File: src/rtl/core_pkg.sv
// core_pkg: forward-select codes, hazard FSM states and shadow-stage tag shared by the ALU, ID/EX and hazard unit
package core_pkg;
  localparam logic [1:0] FWD_REG   = 2'b00;
  localparam logic [1:0] FWD_MEMWB = 2'b01;
  localparam logic [1:0] FWD_EXMEM = 2'b10;
  typedef enum logic [1:0] {RUN, STALL, FLUSH} hz_state_t;
  typedef struct packed {
    logic       v;
    logic [4:0] rd;
    logic       wr;
    logic       ld;
  } shadow_t;
endpackage

File: src/rtl/hazard_forward_unit_if.sv
// hazard_forward_unit_if: ID-side instruction fields in, forward selects and stall/bubble/flush controls out
// master = ID stage / pipeline control, slave = hazard_forward_unit; wb is the retiring destination tag
interface hazard_forward_unit_if;
  import core_pkg::*;
  logic       id_valid;
  logic [4:0] id_rs1;
  logic [4:0] id_rs2;
  logic       id_uses_rs1;
  logic       id_uses_rs2;
  logic [4:0] id_rd;
  logic       id_reg_write;
  logic       id_mem_read;
  logic [1:0] forward_a;
  logic [1:0] forward_b;
  logic       stall_if_id;
  logic       bubble_id_ex;
  logic       flush;
  hz_state_t  state;
  shadow_t    wb;
  modport master (
    output id_valid, id_rs1, id_rs2, id_uses_rs1, id_uses_rs2, id_rd, id_reg_write, id_mem_read,
    input  forward_a, forward_b, stall_if_id, bubble_id_ex, flush, state, wb
  );
  modport slave (
    input  id_valid, id_rs1, id_rs2, id_uses_rs1, id_uses_rs2, id_rd, id_reg_write, id_mem_read,
    output forward_a, forward_b, stall_if_id, bubble_id_ex, flush, state, wb
  );
endinterface

File: src/rtl/fwd_select.sv
// fwd_select: compares one source register against the EX and MEM shadows, giving the next-cycle select and a load hit
// en/src: source read flag and register; ex: EX shadow; mem_*: MEM shadow; sel: forward code; ld_hit: load-use on this source
module fwd_select
  import core_pkg::*;
(
  input  logic       en,
  input  logic [4:0] src,
  input  shadow_t    ex,
  input  logic       mem_v,
  input  logic [4:0] mem_rd,
  input  logic       mem_wr,
  output logic [1:0] sel,
  output logic       ld_hit
);
  logic ex_hit, mem_hit;
  assign ex_hit  = en & ex.v & ex.wr & (|ex.rd) & (ex.rd == src);
  assign mem_hit = en & mem_v & mem_wr & (|mem_rd) & (mem_rd == src);
  assign sel     = (ex_hit & ~ex.ld) ? FWD_EXMEM : mem_hit ? FWD_MEMWB : FWD_REG;
  assign ld_hit  = ex_hit & ex.ld;
endmodule

File: src/rtl/hazard_forward_unit.sv
// hazard_forward_unit: registered EX forward selects plus combinational load-use stall and branch-flush control
// clk/rst_n: clock, async active-low reset; hold: global freeze; ex_branch_taken: EX redirect;
// bus: ID fields in, selects/controls out; stall_cnt/flush_cnt: saturating event counters
module hazard_forward_unit
  import core_pkg::*;
#(
  parameter int CNT_W = 16
) (
  input  logic                 clk,
  input  logic                 rst_n,
  input  logic                 hold,
  input  logic                 ex_branch_taken,
  hazard_forward_unit_if.slave bus,
  output logic [CNT_W-1:0]     stall_cnt,
  output logic [CNT_W-1:0]     flush_cnt
);
  shadow_t    ex, mem, wb;
  hz_state_t  state;
  logic [1:0] sel_a, sel_b, fwd_a, fwd_b;
  logic       hit_a, hit_b, load_use, bubble, flush, kill;
  fwd_select u_sel_a (
    .en(bus.id_uses_rs1), .src(bus.id_rs1), .ex(ex),
    .mem_v(mem.v), .mem_rd(mem.rd), .mem_wr(mem.wr),
    .sel(sel_a), .ld_hit(hit_a)
  );
  fwd_select u_sel_b (
    .en(bus.id_uses_rs2), .src(bus.id_rs2), .ex(ex),
    .mem_v(mem.v), .mem_rd(mem.rd), .mem_wr(mem.wr),
    .sel(sel_b), .ld_hit(hit_b)
  );
  assign load_use         = bus.id_valid & (hit_a | hit_b);
  assign bubble           = load_use & ~ex_branch_taken & ~hold;
  assign flush            = ex_branch_taken & ~hold;
  assign kill             = bubble | flush;
  assign bus.stall_if_id  = bubble;
  assign bus.bubble_id_ex = bubble;
  assign bus.flush        = flush;
  assign bus.forward_a    = fwd_a;
  assign bus.forward_b    = fwd_b;
  assign bus.state        = state;
  assign bus.wb           = wb;
  always_ff @(posedge clk or negedge rst_n)
    if (!rst_n) begin
      ex        <= '0;
      mem       <= '0;
      wb        <= '0;
      fwd_a     <= FWD_REG;
      fwd_b     <= FWD_REG;
      stall_cnt <= '0;
      flush_cnt <= '0;
      state     <= RUN;
    end else if (!hold) begin
      wb    <= mem;
      mem   <= ex;
      ex    <= kill ? '0 : '{bus.id_valid, bus.id_rd, bus.id_reg_write, bus.id_mem_read};
      fwd_a <= kill ? FWD_REG : sel_a;
      fwd_b <= kill ? FWD_REG : sel_b;
      if (bubble && stall_cnt != '1) stall_cnt <= stall_cnt + CNT_W'(1);
      if (flush && flush_cnt != '1) flush_cnt <= flush_cnt + CNT_W'(1);
      state <= (state == RUN) ? (flush ? FLUSH : bubble ? STALL : RUN) : RUN;
    end
endmodule

File: src/flat_wrapper.sv
// flat-port wrapper written by rule: the top's interface ports become plain ports
module hazard_forward_unit_flat import core_pkg::*;
#(
  parameter int CNT_W = 16
)
  (clk, rst_n, hold, ex_branch_taken, stall_cnt, flush_cnt, bus_id_valid, bus_id_rs1, bus_id_rs2, bus_id_uses_rs1, bus_id_uses_rs2, bus_id_rd, bus_id_reg_write, bus_id_mem_read, bus_forward_a, bus_forward_b, bus_stall_if_id, bus_bubble_id_ex, bus_flush, bus_state, bus_wb);
  hazard_forward_unit_if bus_i ();
  input  logic clk;
  input  logic rst_n;
  input  logic hold;
  input  logic ex_branch_taken;
  output logic [CNT_W-1:0] stall_cnt;
  output logic [CNT_W-1:0] flush_cnt;
  input wire logic [$bits(bus_i.id_valid)-1:0] bus_id_valid;
  input wire logic [$bits(bus_i.id_rs1)-1:0] bus_id_rs1;
  input wire logic [$bits(bus_i.id_rs2)-1:0] bus_id_rs2;
  input wire logic [$bits(bus_i.id_uses_rs1)-1:0] bus_id_uses_rs1;
  input wire logic [$bits(bus_i.id_uses_rs2)-1:0] bus_id_uses_rs2;
  input wire logic [$bits(bus_i.id_rd)-1:0] bus_id_rd;
  input wire logic [$bits(bus_i.id_reg_write)-1:0] bus_id_reg_write;
  input wire logic [$bits(bus_i.id_mem_read)-1:0] bus_id_mem_read;
  output wire logic [$bits(bus_i.forward_a)-1:0] bus_forward_a;
  output wire logic [$bits(bus_i.forward_b)-1:0] bus_forward_b;
  output wire logic [$bits(bus_i.stall_if_id)-1:0] bus_stall_if_id;
  output wire logic [$bits(bus_i.bubble_id_ex)-1:0] bus_bubble_id_ex;
  output wire logic [$bits(bus_i.flush)-1:0] bus_flush;
  output wire logic [$bits(bus_i.state)-1:0] bus_state;
  output wire logic [$bits(bus_i.wb)-1:0] bus_wb;
  assign bus_i.id_valid = bus_id_valid;
  assign bus_i.id_rs1 = bus_id_rs1;
  assign bus_i.id_rs2 = bus_id_rs2;
  assign bus_i.id_uses_rs1 = bus_id_uses_rs1;
  assign bus_i.id_uses_rs2 = bus_id_uses_rs2;
  assign bus_i.id_rd = bus_id_rd;
  assign bus_i.id_reg_write = bus_id_reg_write;
  assign bus_i.id_mem_read = bus_id_mem_read;
  assign bus_forward_a = bus_i.forward_a;
  assign bus_forward_b = bus_i.forward_b;
  assign bus_stall_if_id = bus_i.stall_if_id;
  assign bus_bubble_id_ex = bus_i.bubble_id_ex;
  assign bus_flush = bus_i.flush;
  assign bus_state = bus_i.state;
  assign bus_wb = bus_i.wb;
  hazard_forward_unit #(.CNT_W(CNT_W)) u_core (.clk(clk), .rst_n(rst_n), .hold(hold), .ex_branch_taken(ex_branch_taken), .bus(bus_i), .stall_cnt(stall_cnt), .flush_cnt(flush_cnt));
endmodule
File: config.mk
export PLATFORM = sky130hd
export DESIGN_NAME = hazard_forward_unit_flat
export DESIGN_NICKNAME = d
export VERILOG_FILES = /design/src/rtl/core_pkg.sv /design/src/rtl/hazard_forward_unit_if.sv /design/src/rtl/fwd_select.sv /design/src/rtl/hazard_forward_unit.sv /design/src/flat_wrapper.sv
export SDC_FILE = /design/constraint.sdc
export NUM_CORES = 1
export LEC_CHECK = 0
export BUFFER_PORTS_ARGS = -buffer_cell sky130_fd_sc_hd__buf_4
export CORE_MARGIN = 3
export CORE_UTILIZATION = 53
export DETAILED_ROUTE_END_ITERATION = 16
export PLACE_DENSITY = 0.79
export SETUP_SLACK_MARGIN = 0.3
export SYNTH_ARGS = -nofsm -noshare
export SYNTH_HDL_FRONTEND = slang
export SYNTH_HIERARCHICAL = 1
export SYNTH_SLANG_ARGS = --single-unit
File: constraint.sdc
create_clock -name clk -period 2.4 [get_ports clk]
set_input_delay 0.24 -clock clk [delete_from_list [all_inputs] [get_ports clk]]
set_output_delay 0.24 -clock clk [all_outputs]
set_load 0.02 [all_outputs]
==> results.rst, run 1 <==
.. list-table::
   :header-rows: 1

   * - Metric
     - Value
   * - Result of the run
     - complete, but fails checks
   * - Violations in the final reports
     - hold timing
   * - Setup crit end kind
     - primary output
   * - Total of endpoints with negative setup slack in the final report
     - 0
   * - Delay of the slowest critical-path stage
     - 0.56 ns
   * - H-Tree Level Count
     - 3
   * - Final standard cell utilization of the core
     - 0.752
   * - Warnings, synthesis
     - 6
   * - Die outline width
     - between 80 and 90 um
   * - TritonCTS clock tree
     - done
   * - Source-to-sink clock delay at the later pin of the worst-skew pair
     - approximately 0.34 ns
   * - Gr ovfl total
     - 0
   * - Max stage delay cell, worst path
     - sky130_fd_sc_hd__or4_4
   * - Max Fclk
     - between 400 and 500 MHz
   * - Placer's final routability congestion estimate
     - roughly 0.86
   * - Internal power
     - ~2.0 mW
   * - Via density
     - roughly 5.7
   * - First-pass GRT wire length
     - between 10 and 15 mm
   * - CTS max path bufs
     - 2
   * - Main combinational cell family by area after synthesis
     - simple AND/OR/NAND/NOR gates
   * - Number of iterations in the first detailed-routing pass
     - 4
   * - Fin. Hold Viols
     - between 50 and 60
   * - Synthesized instance count
     - 265
   * - Number of nets in the final layout
     - 382
   * - Reg2reg start
     - u_core/ex[4]$_DFFE_PN0N_
   * - Synth Area in Adders
     - 0.00814
   * - Starting density of the core
     - 0.551
   * - Pin count of the biggest net entering global routing
     - between 60 and 70
   * - Max-slew headroom
     - 0.484
   * - Max Cap Viol
     - 0
   * - Xor and xnor fraction of the mapped netlist area
     - 0.120
   * - Count of boundary I/O pins
     - 73
   * - Number of global-route vias before repair
     - roughly 2.3k
   * - Crit path required time
     - between 2 and 2.5 ns
   * - Compound-cell area share of the yosys netlist
     - 0.0725
   * - Portion of total power attributed to sequential cells
     - 0.446
   * - Wirelength, routed
     - 7.62 mm
   * - HPWL Detailed
     - 4.86 mm
   * - Comb power frac
     - 0.196
   * - Number of antenna violations at the first check in global routing
     - 0
   * - Reported leakage power
     - 1.98 nW
   * - Number of nets with antenna violations after detailed routing
     - 0
   * - Number of buffers inserted by port buffering
     - around 70
   * - Total count of max-transition violations in the final report
     - 0
   * - Crit path DAT
     - 2.13 ns
   * - Area growth, synth to finish
     - 36.4%
   * - Hold crit path type
     - in2async
   * - Clock-pin slew of the registers on the worst-case setup and hold paths
     - ~0.070 ns
   * - # diodes
     - 0
   * - Net switching power of the design
     - 800 uW
   * - Crit path launch
     - u_core/ex[6]$_DFFE_PN0N_
   * - Synth cell types
     - 38
   * - Fraction of the yosys area taken by sequential cells
     - 0.505
   * - Clock tree root buffer cell
     - sky130_fd_sc_hd__clkbuf_8
   * - Netlist Area Pre-Place
     - 3070 um2
   * - Setup repair after global routing missed its margin
     - true
   * - Maximum VDD drop
     - slightly above 600 uV
   * - All-Layer GR Usage
     - 0.237
   * - # clock sinks
     - a little over 60
   * - Total Die Area
     - 6750 um2
   * - Row count
     - 27
   * - Worst Path Class, Setup
     - reg2out
   * - Total clock buffers created by CTS
     - 9
   * - Average wire per cell in the routed design
     - approximately 18 um
   * - Critical path cell sequence
     - or4_4 -> nor2_4 -> nor4b_2 -> o21a_1 -> nand2_4 -> clkinvlp_4 -> buf_6
   * - Portion of total power attributed to the clock network
     - 0.359
   * - Count of state elements after synthesis
     - 62
   * - Power per standard cell area
     - 674 nW/um2
   * - Period minus WS final
     - 2.37 ns
   * - Via total after detailed routing
     - around 2.5k
   * - Switching part of the total
     - 0.283
   * - Final worst path period share
     - 0.988
   * - Number of DRC markers after the initial detailed-route iteration
     - about 200
   * - Fraction of the mapped netlist area in simple logic gates
     - 0.200
   * - Total DRC errors in the routed layout
     - 0
   * - Total Power
     - around 2.8 mW
   * - Vertical die dimension
     - between 80 and 90 um
   * - Kind of start point of the critical path
     - register
   * - Share of layout cells above drive strength 1
     - 0.446
   * - Number of fill cells in the layout
     - roughly 400
   * - Tightest Pin Transition
     - about 0.77 ns
   * - Avg Inst Size Synth
     - approximately 12 um2
   * - Synthesized Nets
     - 291
   * - Multiplexer share of the synthesized area
     - 0.0660
   * - Final worst clock skew
     - around 0.0076 ns
   * - Final-layout worst hold slack
     - -0.0285 ns
   * - Critical-path maximum fanout
     - 6
   * - Floorplan core area
     - 5570 um2
power groups by stage:
stage | Combinational, mW | Sequential, mW | Clock, mW
global placement | 0.511 | 1.27 | 0
CTS | 0.548 | 1.26 | 1.03
detailed placement | 0.523 | 1.28 | 0
floorplan | 0.218 | 1.34 | 0
global route | 0.599 | 1.28 | 1.08
finish | 0.553 | 1.26 | 1.01
worst paths after layout:
path                                               endpoint  slack [ns]  depth (start not counted)
max                                        bus_bubble_id_ex        0.03                          7
min                            u_core/bus.wb[5]$_DFFE_PN0N_       -0.03                          1
min in group clk                   u_core/ex[2]$_DFFE_PN0N_        0.11                          2
max reg2reg                 u_core/stall_cnt[1]$_DFFE_PN0P_        0.10                          8
min reg2reg                u_core/stall_cnt[15]$_DFFE_PN0P_        0.50                          1
max in group asynchronous          u_core/ex[5]$_DFFE_PN0N_        1.88                          1
critical path: cells and delay by family, from the launching register on:
kind,cells,cell delay [ns]
AOI/OAI and AO/OA,1,0.21
and+or+nand+nor,4,0.85
buffers and inverters,2,0.27
DFF,1,0.45
cell families after synthesis:
family | after synthesis
mux | 18
buf+inv | 20
compound gates | 28
xor+xnor | 42
flops | 62
simple gates | 93
fa+ha+maj | 2
sequential cells by signal, indices dropped and copies added (netlist names):
| signal | cells |
|---|---|
| u_core/bus.forward_a | 2 |
| u_core/bus.forward_b | 2 |
| u_core/bus.state | 2 |
| u_core/bus.wb | 8 |
| u_core/ex | 8 |
| u_core/flush_cnt | 16 |
| u_core/mem | 8 |
| u_core/stall_cnt | 16 |
Yosys cell counts:
master                     count  share of area
sky130_fd_sc_hd__nor3b_1       1         0.0024
sky130_fd_sc_hd__o21ai_0       1         0.0016
sky130_fd_sc_hd__nor4_2        7          0.029
sky130_fd_sc_hd__and4_1        2         0.0057
sky130_fd_sc_hd__xnor2_1      16          0.046
sky130_fd_sc_hd__a222oi_1      2         0.0065
sky130_fd_sc_hd__dfrtp_1      62           0.50
sky130_fd_sc_hd__nand2_1      13          0.016
sky130_fd_sc_hd__and3_1        4         0.0081
sky130_fd_sc_hd__nand4_1      13          0.026
sky130_fd_sc_hd__a21oi_1       3         0.0049
sky130_fd_sc_hd__a31oi_1       3         0.0061
sky130_fd_sc_hd__nor2_1        8         0.0098
sky130_fd_sc_hd__mux2_2       18          0.066
sky130_fd_sc_hd__nor2_4        2         0.0073
sky130_fd_sc_hd__o31ai_1       1         0.0024
sky130_fd_sc_hd__nor4_1        9          0.018
sky130_fd_sc_hd__nor2b_1       2         0.0041
sky130_fd_sc_hd__or2_2         2         0.0041
sky130_fd_sc_hd__nand3_2       1         0.0033
sky130_fd_sc_hd__clkbuf_1      4         0.0049
sky130_fd_sc_hd__buf_2         5         0.0081
sky130_fd_sc_hd__a22o_1       13          0.037
sky130_fd_sc_hd__or4_1         2         0.0049
sky130_fd_sc_hd__nor4_4        1         0.0069
sky130_fd_sc_hd__nor3_1       10          0.016
sky130_fd_sc_hd__o21a_1        1         0.0024
sky130_fd_sc_hd__o221ai_1      2         0.0057
sky130_fd_sc_hd__buf_4         2         0.0049
sky130_fd_sc_hd__nor4b_1       3         0.0086
sky130_fd_sc_hd__inv_1         9          0.011
sky130_fd_sc_hd__nand2_2       1         0.0020
sky130_fd_sc_hd__a311oi_1      2         0.0057
sky130_fd_sc_hd__nand3_1       8          0.013
sky130_fd_sc_hd__or4b_2        1         0.0033
sky130_fd_sc_hd__xor2_1       26          0.074
sky130_fd_sc_hd__ha_1          2         0.0081
sky130_fd_sc_hd__or4_4         3          0.011
layout by cell type, fill, tap and decap left out, drive strengths merged, types with 2 or more instances in the layout:
cell	n
buf	91
dfrtp	62
xor2	26
mux2	18
nor4	17
xnor2	16
nand2	14
a22o	13
nand4	13
clkbuf	12
nor2	10
nor3	10
nand3	9
inv	8
or4	5
and3	4
a31oi	3
a21oi	3
nor4b	3
clkinv	2
bufinv	2
nor2b	2
or2	2
and4	2
a311oi	2
ha	2
o221ai	2
a222oi	2
layer usage:
metal	global-route usage	share of wire	vias up
li1	-	-	1157
met4	0.103	0.020	0
met5	0	0	-
met2	0.357	0.49	86
met3	0.0564	0.063	14
met1	0.326	0.43	1231
stage by stage:
| stage | instance area [um2] | hold WS [ns] | setup WS (ns) | std cells | setup TNS (ns) |
|---|---|---|---|---|---|
| 6_report | 4190 | -0.0285 | 0.0286 | 433 | 0 |
| 5_1_grt | 4190 | 0.0313 | -0.0426 | 433 | -0.153 |
| 4_1_cts | 4110 | 0.00454 | 0.0508 | 430 | 0 |
| 3_5_place_dp | 3700 | 0.372 | 0.116 | 403 | 0 |
| 3_3_place_gp | 3700 | 0.368 | 0.205 | 403 | 0 |
| 2_1_floorplan | 3090 | -0.0556 | 0.241 | 265 | 0 |
layout make-up:
type	count	area [um2]	area share
timing repair buffer	91	694	0.166
clock inverter	4	70.1	0.0167
clock buffer	12	145	0.0346
inverter	9	37.5	0.00895
tap	72	90.1	0.0215
sequential	62	1560	0.371
multi-input combinational	183	1600	0.381
repair_timing:
item                       in CTS  in global routing
resized for setup              21                 11
pin swaps                       7                  5
gates cloned                    0                  0
buffers inserted               11                  3
setup endpoints to repair      18                 27
hold buffers                    0                  0
Note: power is estimated with default switching activity, not from simulation.
==> run 2, diff against run 1 <==
==> constraint.sdc (replaced) <==
create_clock -name clk -period 2.4 [get_ports clk]
set_input_delay 0.48 -clock clk [delete_from_list [all_inputs] [get_ports clk]]
set_output_delay 0.48 -clock clk [all_outputs]
set_load 0.02 [all_outputs]
==> results.rst, run 2 (same netlist as run 1, synthesis figures left out) <==
.. list-table::
   :header-rows: 1

   * - Metric
     - Value
   * - Result of the run
     - complete, but fails checks
   * - Violations in the final reports
     - setup timing
   * - Total Die Area
     - 6750 um2 (unchanged)
   * - Number of DRC markers after the initial detailed-route iteration
     - 195 (-3.9%)
   * - Setup repair after global routing missed its margin
     - true
   * - Tightest Pin Transition
     - 0.777 ns (+0.00271 ns)
   * - Length of routed met3 wiring
     - 493 um (+3.6%)
   * - Max-slew headroom
     - 0.482 (-0.00180)
   * - # clock sinks
     - 62 (unchanged)
   * - Hold crit path type
     - in2async
   * - Routed met1 length
     - 3.33 mm (+2.4%)
   * - Registers with the most flip-flops
     - u_core/flush_cnt x16, u_core/stall_cnt x16
   * - Top layer used by detailed routing
     - met4
   * - HPWL Detailed
     - 5.07 mm (+4.4%)
   * - H-Tree Level Count
     - 3 (unchanged)
   * - Delay of the slowest critical-path stage
     - 0.55 ns (about the same)
   * - Total of endpoints with negative setup slack in the final report
     - 18 (+18)
   * - Power per standard cell area
     - 613 nW/um2 (-9.0%)
   * - Gr ovfl total
     - 0 (unchanged)
   * - Average wire per cell in the routed design
     - 18.3 um (+4.3%)
   * - Fin. Hold Viols
     - 0 (-100%)
   * - Total count of max-transition violations in the final report
     - 0 (unchanged)
   * - Crit path DAT
     - 2.20 ns (+0.07 ns)
   * - Via total after detailed routing
     - 2575 (+3.5%)
   * - Die outline width
     - 82.1 um (unchanged)
   * - Placer's final routability congestion estimate
     - 0.868 (+0.66%)
   * - Number of nets with antenna violations after detailed routing
     - 0 (unchanged)
   * - Number of nets in the final layout
     - 401 (+5.0%)
   * - Max Fclk
     - 373 MHz (-11%)
   * - Number of antenna violations at the first check in global routing
     - 0 (unchanged)
   * - Critical path cell sequence
     - or4_4 -> nor2_4 -> nor4b_2 -> o21a_1 -> buf_6 -> nand2_8 -> clkinvlp_4 -> buf_6
   * - Depth of the worst register-to-register path
     - 12 (+4)
   * - Starting density of the core
     - 0.551 (unchanged)
   * - Clock-pin slew of the registers on the worst-case setup and hold paths
     - 0.07 ns (about the same)
   * - Instance area after placement
     - 3850 um2 (+4.0%)
   * - Total DRC errors in the routed layout
     - 0 (unchanged)
   * - Number of buffers inserted by port buffering
     - 72 (unchanged)
   * - Clock tree root buffer cell
     - sky130_fd_sc_hd__clkbuf_8
   * - Final standard cell utilization of the core
     - 0.795 (+0.0429)
   * - Design Area, Final
     - 4430 um2 (+5.7%)
   * - Reg2reg start
     - u_core/ex[3]$_DFFE_PN0N_
   * - CTS max path bufs
     - 2 (unchanged)
   * - Total clock buffers created by CTS
     - 9 (unchanged)
   * - Area growth, synth to finish
     - 44.2%
   * - Count of boundary I/O pins
     - 73 (unchanged)
   * - Floorplan core area
     - 5570 um2 (unchanged)
   * - All-Layer GR Usage
     - 0.239 (+0.00245)
   * - Crit path required time
     - 1.92 ns (-0.24 ns)
   * - Most numerous cell on the critical path
     - sky130_fd_sc_hd__buf_6
   * - Period minus WS final
     - 2.68 ns (+0.308 ns)
   * - Final worst clock skew
     - 0.00888 ns (+0.00128 ns)
   * - Max Cap Viol
     - 0 (unchanged)
   * - Number of iterations in the first detailed-routing pass
     - 4 (unchanged)
   * - Post-layout instance count excluding filler cells
     - 452 (+4.4%)
   * - Setup crit end kind
     - primary output
   * - Maximum VDD drop
     - 448 uV (-26%)
   * - Final worst path period share
     - 1.12 (+0.128)
   * - TritonCTS clock tree
     - done
   * - Reported leakage power
     - 2.09 nW (+5.4%)
   * - Hold-fix buffers at CTS
     - 0 (unchanged)
   * - Pin count of the biggest net entering global routing
     - 63 (unchanged)
   * - Row count
     - 27 (unchanged)
   * - Commonest cells after routing, fill and taps aside
     - sky130_fd_sc_hd__buf_4 (100), sky130_fd_sc_hd__dfrtp_1 (62), sky130_fd_sc_hd__xor2_1 (26), sky130_fd_sc_hd__mux2_2 (17)
   * - Critical-path maximum fanout
     - 4 (-2)
   * - Wirelength, routed
     - 8.29 mm (+8.9%)
   * - Vertical die dimension
     - 82.1 um (unchanged)
   * - Setup ws final
     - -0.279 ns (-0.308 ns)
   * - First-pass GRT wire length
     - 12.0 mm (+0.64%)
   * - Final-layout worst hold slack
     - 0.200 ns (+0.229 ns)
   * - Inst Count DP
     - 421 (+4.5%)
   * - Source-to-sink clock delay at the later pin of the worst-skew pair
     - 0.34 ns (about the same)
   * - Detailed route wirelength on metal2
     - 4.32 mm (+16%)
   * - Kind of start point of the critical path
     - register
   * - R2r endpoint
     - u_core/stall_cnt[13]$_DFFE_PN0P_
   * - Max stage delay cell, worst path
     - sky130_fd_sc_hd__or4_4
   * - Reg2reg setup slack
     - -0.15 ns (-0.25 ns)
   * - Worst Path Class, Setup
     - reg2out
   * - # diodes
     - 0 (unchanged)
   * - Via density
     - 5.70 (-0.85%)
   * - Most common cell after layout, fill and taps aside
     - sky130_fd_sc_hd__buf_4
   * - Number of global-route vias before repair
     - 2480 (+6.9%)
   * - Share of layout cells above drive strength 1
     - 0.474 (+0.0277)
-- run 2: layout make-up --
cell class	instances	area (um2)
clock buffer	12	135
timing repair buffer	110	893
clock inverter	4	47.5
fill	353	1140
inverter	9	37.5
tap	72	90.1
multi-input combinational	183	1680
sequential	62	1550
-- run 2: critical path: cells and delay by family (launching register included) --
| family | cells | cell delay, ns |
|---|---|---|
| buffers and inverters | 3 | 0.39 |
| AO/OA/AOI/OAI | 1 | 0.21 |
| flip-flops | 1 | 0.43 |
| AND/OR/NAND/NOR | 4 | 0.83 |
-- run 2: metrics by stage --
step	setup TNS, ns	power, mW	setup slack (ns)
finish	-1.44	2.72	-0.279
global route	-3.42	2.85	-0.335
CTS	-2.38	2.72	-0.274
detailed placement	-1.65	1.82	-0.140
global placement	-0.563	1.81	-0.0416
floorplan	0	1.56	0.000651
-- run 2: timing repair --
| item | 4_1_cts | 5_1_grt |
|---|---|---|
| pin swaps | 13 | 23 |
| endpoints found under the setup margin | 31 | 31 |
| resized for setup | 32 | 16 |
| setup buffers | 5 | 10 |
-- run 2: worst max path at each step --
stage                        startpoint                             endpoint  slack [ns]
2_1_floorplan  u_core/ex[6]$_DFFE_PN0N_                      bus_stall_if_id      0.0007
3_3_place_gp   u_core/ex[3]$_DFFE_PN0N_  u_core/bus.forward_a[0]$_DFFE_PN0N_       -0.04
3_5_place_dp   u_core/ex[3]$_DFFE_PN0N_  u_core/bus.forward_a[1]$_DFFE_PN0N_       -0.14
4_1_cts        u_core/ex[6]$_DFFE_PN0N_                     bus_bubble_id_ex       -0.27
5_1_grt        u_core/ex[3]$_DFFE_PN0N_                     bus_bubble_id_ex       -0.34
6_report       u_core/ex[4]$_DFFE_PN0N_                     bus_bubble_id_ex       -0.28
-- run 2: power breakdown --
part / internal, mW / switching, mW
clock: 0.477 / 0.407
combinational: 0.285 / 0.294
sequential: 1.14 / 0.112
-- run 2: routing by layer --
metal,up-vias,global-route usage
li1,1200,-
met1,1290,0.306
met2,73,0.380
met3,12,0.0586
met4,0,0.116
met5,-,0
